## src/rtl/dif_chain.sv

```systemverilog
// dif_chain: shared engine for difference orders 1..ORDER over stride STRIDE, with saturation, warm-up validity and overrun
//   clk, rst_n        : 100 MHz clock, asynchronous active-low reset
//   en_dif, clr       : sample strobe (with current_data), synchronous clear
//   dif_data          : packed results, order k in [k*OUT_W-1:(k-1)*OUT_W]
//   dif_valid         : per-order warm-up complete
//   sat_flag, overrun : sticky saturation per order, sticky busy-strobe drop
//   dif_finish        : one-cycle pulse when all orders are updated
module dif_chain #(
    parameter int DATA_W = 13,
    parameter int OUT_W  = 13,
    parameter int ORDER  = 3,
    parameter int STRIDE = 1
) (
    input  logic                     clk,
    input  logic                     rst_n,
    input  logic                     en_dif,
    input  logic                     clr,
    input  logic signed [DATA_W-1:0] current_data,
    output logic [ORDER*OUT_W-1:0]   dif_data,
    output logic [ORDER-1:0]         dif_valid,
    output logic [ORDER-1:0]         sat_flag,
    output logic                     overrun,
    output logic                     dif_finish
);
    localparam int XW = (DATA_W > OUT_W ? DATA_W : OUT_W) + 1;
    localparam int PW = STRIDE > 1 ? $clog2(STRIDE) : 1;
    localparam int KW = ORDER > 1 ? $clog2(ORDER) : 1;
    localparam int CW = $clog2(ORDER * STRIDE + 2);
    typedef enum logic [1:0] {IDLE, CALC, DONE} state_t;
    state_t r_state, w_next;
    logic signed [OUT_W-1:0] r_hist [ORDER][STRIDE];
    logic signed [OUT_W-1:0] r_res [ORDER];
    logic signed [OUT_W-1:0] r_cur, w_hist, w_sat;
    logic signed [XW-1:0]    w_x_ext, w_diff;
    logic [KW-1:0]           r_k;
    logic [PW-1:0]           r_ptr;
    logic [CW-1:0]           r_cnt;
    logic [ORDER*OUT_W-1:0]  r_data;
    logic [ORDER-1:0]        r_valid, r_sat, w_vnew;
    logic                    r_ovr, w_last;
    function automatic logic ovf(input logic [XW-1:0] v);
        return !(&v[XW-1:OUT_W-1] || ~|v[XW-1:OUT_W-1]);
    endfunction
    function automatic logic [OUT_W-1:0] sat(input logic [XW-1:0] v);
        return ovf(v) ? (v[XW-1] ? {1'b1, {(OUT_W-1){1'b0}}} : {1'b0, {(OUT_W-1){1'b1}}}) : v[OUT_W-1:0];
    endfunction
    always_comb begin
        w_x_ext = {{(XW-DATA_W){current_data[DATA_W-1]}}, current_data};
        w_hist  = r_hist[r_k][r_ptr];
        w_diff  = {{(XW-OUT_W){r_cur[OUT_W-1]}}, r_cur} - {{(XW-OUT_W){w_hist[OUT_W-1]}}, w_hist};
        w_sat   = sat(w_diff);
        w_last  = 32'(r_k) == ORDER - 1;
        // order k is valid once the sample being computed is number k*S+1 or later
        for (int i = 0; i < ORDER; i++) w_vnew[i] = 32'(r_cnt) + 1 >= (i + 1) * STRIDE + 1;
        w_next = clr ? IDLE :
                 r_state == IDLE ? (en_dif ? CALC : IDLE) :
                 r_state == CALC ? (w_last ? DONE : CALC) : IDLE;
    end
    always_ff @(posedge clk or negedge rst_n) begin
        if (!rst_n) r_state <= IDLE;
        else r_state <= w_next;
    end
    always_ff @(posedge clk or negedge rst_n) begin
        if (!rst_n) begin
            r_hist  <= '{default: '0};
            r_res   <= '{default: '0};
            r_cur   <= '0;
            r_k     <= '0;
            r_ptr   <= '0;
            r_cnt   <= '0;
            r_data  <= '0;
            r_valid <= '0;
            r_sat   <= '0;
            r_ovr   <= 1'b0;
        end else if (clr) begin
            r_hist  <= '{default: '0};
            r_res   <= '{default: '0};
            r_cur   <= '0;
            r_k     <= '0;
            r_ptr   <= '0;
            r_cnt   <= '0;
            r_data  <= '0;
            r_valid <= '0;
            r_sat   <= '0;
            r_ovr   <= 1'b0;
        end else begin
            if (en_dif && r_state != IDLE) r_ovr <= 1'b1;
            if (en_dif && r_state == IDLE) begin
                r_cur <= sat(w_x_ext);
                r_k   <= '0;
            end
            if (r_state == CALC) begin
                // the saturated result becomes the next stage's current value
                r_hist[r_k][r_ptr] <= r_cur;
                r_cur              <= w_sat;
                r_res[r_k]         <= w_sat;
                r_k                <= r_k + 1'b1;
                if (ovf(w_diff) && w_vnew[r_k]) r_sat[r_k] <= 1'b1;
                // publish all orders together, timed to appear with dif_finish
                if (w_last) begin
                    for (int i = 0; i < ORDER; i++)
                        r_data[i*OUT_W +: OUT_W] <= w_vnew[i] ? (i == int'(r_k) ? w_sat : r_res[i]) : '0;
                    r_valid <= w_vnew;
                end
            end
            if (r_state == DONE) begin
                r_ptr <= 32'(r_ptr) == STRIDE - 1 ? '0 : r_ptr + 1'b1;
                r_cnt <= 32'(r_cnt) == ORDER * STRIDE + 1 ? r_cnt : r_cnt + 1'b1;
            end
        end
    end
    assign dif_data   = r_data;
    assign dif_valid  = r_valid;
    assign sat_flag   = r_sat;
    assign overrun    = r_ovr;
    assign dif_finish = r_state == DONE;
endmodule

```

## config.mk

```make
export PLATFORM = sky130hd
export DESIGN_NAME = dif_chain
export DESIGN_NICKNAME = d
export VERILOG_FILES = /design/src/rtl/dif_chain.sv
export SDC_FILE = /design/constraint.sdc
export NUM_CORES = 1
export LEC_CHECK = 0
export BUFFER_PORTS_ARGS = -buffer_cell sky130_fd_sc_hd__buf_4
export CAP_MARGIN = 20
export CORE_MARGIN = 3
export CORE_UTILIZATION = 40
export DETAILED_ROUTE_END_ITERATION = 7
export PLACE_DENSITY = 0.67
export SKIP_CTS_REPAIR_TIMING = 1
export SLEW_MARGIN = 15
export SYNTH_ARGS = -nofsm -noshare
export SYNTH_HDL_FRONTEND = slang
export SYNTH_SLANG_ARGS = --single-unit
```

## constraint.sdc

```tcl
create_clock -name clk -period 5 [get_ports clk]
set_clock_uncertainty 0.05 [all_clocks]
set_input_delay 1 -clock clk [delete_from_list [all_inputs] [get_ports clk]]
set_output_delay 1 -clock clk [all_outputs]
set_load 0.1 [all_outputs]
```

==> run_results.csv <==
group,metric,value,unit
sta,worst-slew-pin-transition,1070,ps
routing,totalWireLength,18600,um
synthesis,synth-async-reset-ratio,100,%
global_routing,first_pass_grt_wire_length,30000,um
routing,ant_nets,0,
worst_hold_path,min-delay-path-class,"flop to flop",
synthesis,synth_edf_count,0,
power_and_ir_drop,share_clk_of_total_power,24.5,%
clock_network,worst_skew_pair.late_latency,420,ps
setup_path,cp.required,5240,ps
power_and_ir_drop,static-leakage-power,3.61,nW
power_and_ir_drop,seq_power_share,25.8,%
floorplanning,core_area,0.0154,mm2
sta,final-hold-violation-count,0,
floorplanning,dieWidth,132,um
sta,achievable-frequency,0.252,GHz
synthesis,compound_cell_area_share_of_the_yosys_netlist,25.5,%
sta,rsz0062_at_grt,"false",
finish,area_delta_synth_final,20.7,%
clock_network,clock_tree_from_tritoncts,"done",
setup_path,critical_path_peak_fanout,13,
sta,final-max-slew-violation-count,0,
synthesis,ys.warnings.count,0,
synthesis,yosys_most_used_dff,"dfrtp_1",
finish,most_frequent_cells_in_the_layout,"dfrtp_1 (131), buf_4 (76), nand2_1 (67), o21ai_0 (50), a22o_1 (49)",
placement,placedCellCount,862,
setup_path,worstSetupStartpointType,"flop",
synthesis,synth.avg_cell_area,10.5,um2
finish,num-nets-final,710,
placement,dpl.hpwl,12900,um
floorplanning,dieArea,0.0175,mm2
clock_network,tritoncts_sink_count,131,
placement,port-buffer-count,63,
synthesis,post_synthesis_sequential_area_ratio,51.4,%
synthesis,post_synth_cell_types,63,
global_routing,grt_overflow,0,
power_and_ir_drop,ir_worst_vdd,0.371,mV
setup_path,timing.critical_path.cells,"inv_1, nor2_1, a21oi_1, ha_1, and4_4, a221o_1, o21bai_2, a21oi_1, a32oi_2, a221o_1",
routing,avg_vias_per_cell,5.90,
synthesis,post_synth_inst_count,607,
routing,drc,0,
setup_path,critical-path-slowest-cell,"nor2_1",
sta,max-slew-margin-rel,28.5,%
synthesis,dominant_combinational_cell_family_by_area_after_synthesis,"compound AO/OA/AOI/OAI gates",
routing,drt-pass1-iter-count,5,
clock_network,clockRootBuffer,"clkbuf_16",
clock_network,cts.reportedPaths.clkPinSlew,60,ps
routing,detailedRoute.firstIterationViolations,391,
floorplanning,chipHeight,132,um
power_and_ir_drop,powerDensity,652,mW/mm2
routing,post_drt_wl_per_cell,20.8,um
sta,fin_crit,3960,ps
global_routing,total_global_route_track_usage,21.6,%
synthesis,muxShareOfSynthArea,2.85,%
power_and_ir_drop,comb_power_share,49.7,%
setup_path,largest_stage_delay_on_the_critical_path,710,ps
global_routing,antenna_violations_before_repair,0,
clock_network,tritoncts.num_buffers,17,
setup_path,worstSetupEndpointType,"flop",
setup_path,r2r_cells,10,
sta,setup_viol,0,
global_routing,pin_count_of_the_biggest_net_entering_global_routing,53,
finish,stdcell_count,893,
floorplanning,num_io_pins,64,
synthesis,synth-simple-area-share,11.7,%
clock_network,cts_htree_levels,4,
global_routing,first_global_vias,5352,
power_and_ir_drop,intPower,2.75,mW
power_and_ir_drop,power.share.switching,45.2,%
run_status,status,"completed",
placement,routability_congestion_estimate_from_global_placement,0.890,
synthesis,total_of_flip_flops_plus_latches_after_synthesis,131,
clock_network,cts_buffer_depth,2,
finish,layout_commonest_cell,"dfrtp_1",
worst_hold_path,hold_depth,2,
setup_path,cp_data_arrival_time,4200,ps
sta,setup-tns-final,0,ps
synthesis,post_synth_xor_area_fraction,0.962,%
power_and_ir_drop,net-switching-power,2.27,mW
synthesis,synth_area,0.00637,mm2
routing,detailroute.via_count,5270,
finish,drive_gt1_share,19.5,%
setup_path,critical_path_class,"flop to flop",
finish,antenna_diode_count,0,
job,maxCapViolations,0,
sta,period_share,79.3,%
floorplanning,starting_density_of_the_core,41.5,%
synthesis,mappedNetlistNets,647,
synthesis,post_synth_fa_ha_maj_area_fraction,4.63,%
floorplanning,placementRows,45,
state kept, by name, summed over array words and instances (netlist names), 2 cells and up:
name / count
dif_data: 39
r_hist: 39
r_res: 26
r_cur: 13
dif_valid: 3
r_cnt: 3
sat_flag: 3
r_k: 2
r_state: 2
worst max-delay path: cells and delay by family (launching register included):
kind,cells,cell delay (ps)
simple gates,2,900
compound gates,6,2060
fa+ha+maj,1,400
flops,1,350
buf+inv,1,80
area by class of cell:
cell class / instances / area [um2]
Fill cell: 1417 / 7680
Sequential cell: 131 / 3280
Multi-Input combinational cell: 426 / 2930
Timing Repair Buffer: 76 / 571
Clock buffer: 23 / 478
Tap cell: 211 / 264
Clock inverter: 8 / 101
Inverter: 18 / 67.6
cell usage after synthesis, types with 3 or more instances:
library cell  count  area, um2
clkbuf_1         30        113
a21oi_1          28        140
nor2b_1           6       37.5
nand3_1           4       20.0
o21ai_0          50        250
nand2b_1          6       37.5
and3_1            8       50.1
a221o_1          13        130
nor2_1           41        154
a21o_1            4       30.0
o211ai_1          7       52.6
o21a_1            4       30.0
mux2i_1          17        170
o21ai_2           3       26.3
and2_1            6       37.5
inv_1            18       67.6
ha_1             22        275
dfrtp_1         131       3280
xor2_1            4       35.0
a22oi_1           4       30.0
nand2_1          67        251
o31ai_1           3       22.5
a32oi_1          13        114
o21ai_1          17       85.1
nor3_1            5       25.0
xnor2_1           3       26.3
a22o_1           49        429
power groups by stage:
stage	clock, mW	sequential (mW)	combinational [mW]
floorplan	0	1.28	1.75
global placement	0	1.31	2.42
detailed placement	0	1.31	2.46
CTS	1.24	1.29	2.47
global route	1.29	1.31	2.70
finish	1.23	1.30	2.49
logic make-up (layout without fill, tap and decap cells):
logic type	after synthesis	in the layout
adder cells (fa/ha/maj)	23	23
XOR/XNOR	7	7
flip-flops	131	131
buffers and inverters	50	125
multiplexers	18	18
AO/OA/AOI/OAI	220	220
AND/OR/NAND/NOR	158	158
final timing paths:
| kind | from | end | slack, ps |
|---|---|---|---|
| worst max-delay path | r_k[0] | dif_data[19] | 1040 |
| worst min-delay path | dif_valid[1] | dif_valid[1] | 430 |
| worst max register to register | r_k[0] | dif_data[19] | 1040 |
| worst min register to register | dif_valid[1] | dif_valid[1] | 430 |
| max in group asynchronous | rst_n | r_hist[36] | 3380 |
| min in group asynchronous | rst_n | dif_data[27] | 470 |
stage by stage:
stage	util, %	setup WS [ps]	cell area, um2	total power [mW]	hold slack, ps
global placement	46.3	1090	7110	3.73	405
CTS	50.0	1050	7690	5.01	429
finish	50.0	1040	7690	5.02	427
detailed placement	46.3	1070	7110	3.77	414
global route	50.0	754	7690	5.30	462
floorplan	-	1280	6370	3.03	392
per-layer routing:
metal / GRT usage [%] / wire length (um) / vias to the layer above
met2: 34.3 / 8800 / 176
met4: 7.16 / 459 / 0
li1: - / - / 2370
met3: 4.73 / 983 / 31
met5: 0 / 0 / -
met1: 29.6 / 8340 / 2693
Note: power is estimated with default switching activity, not from simulation.
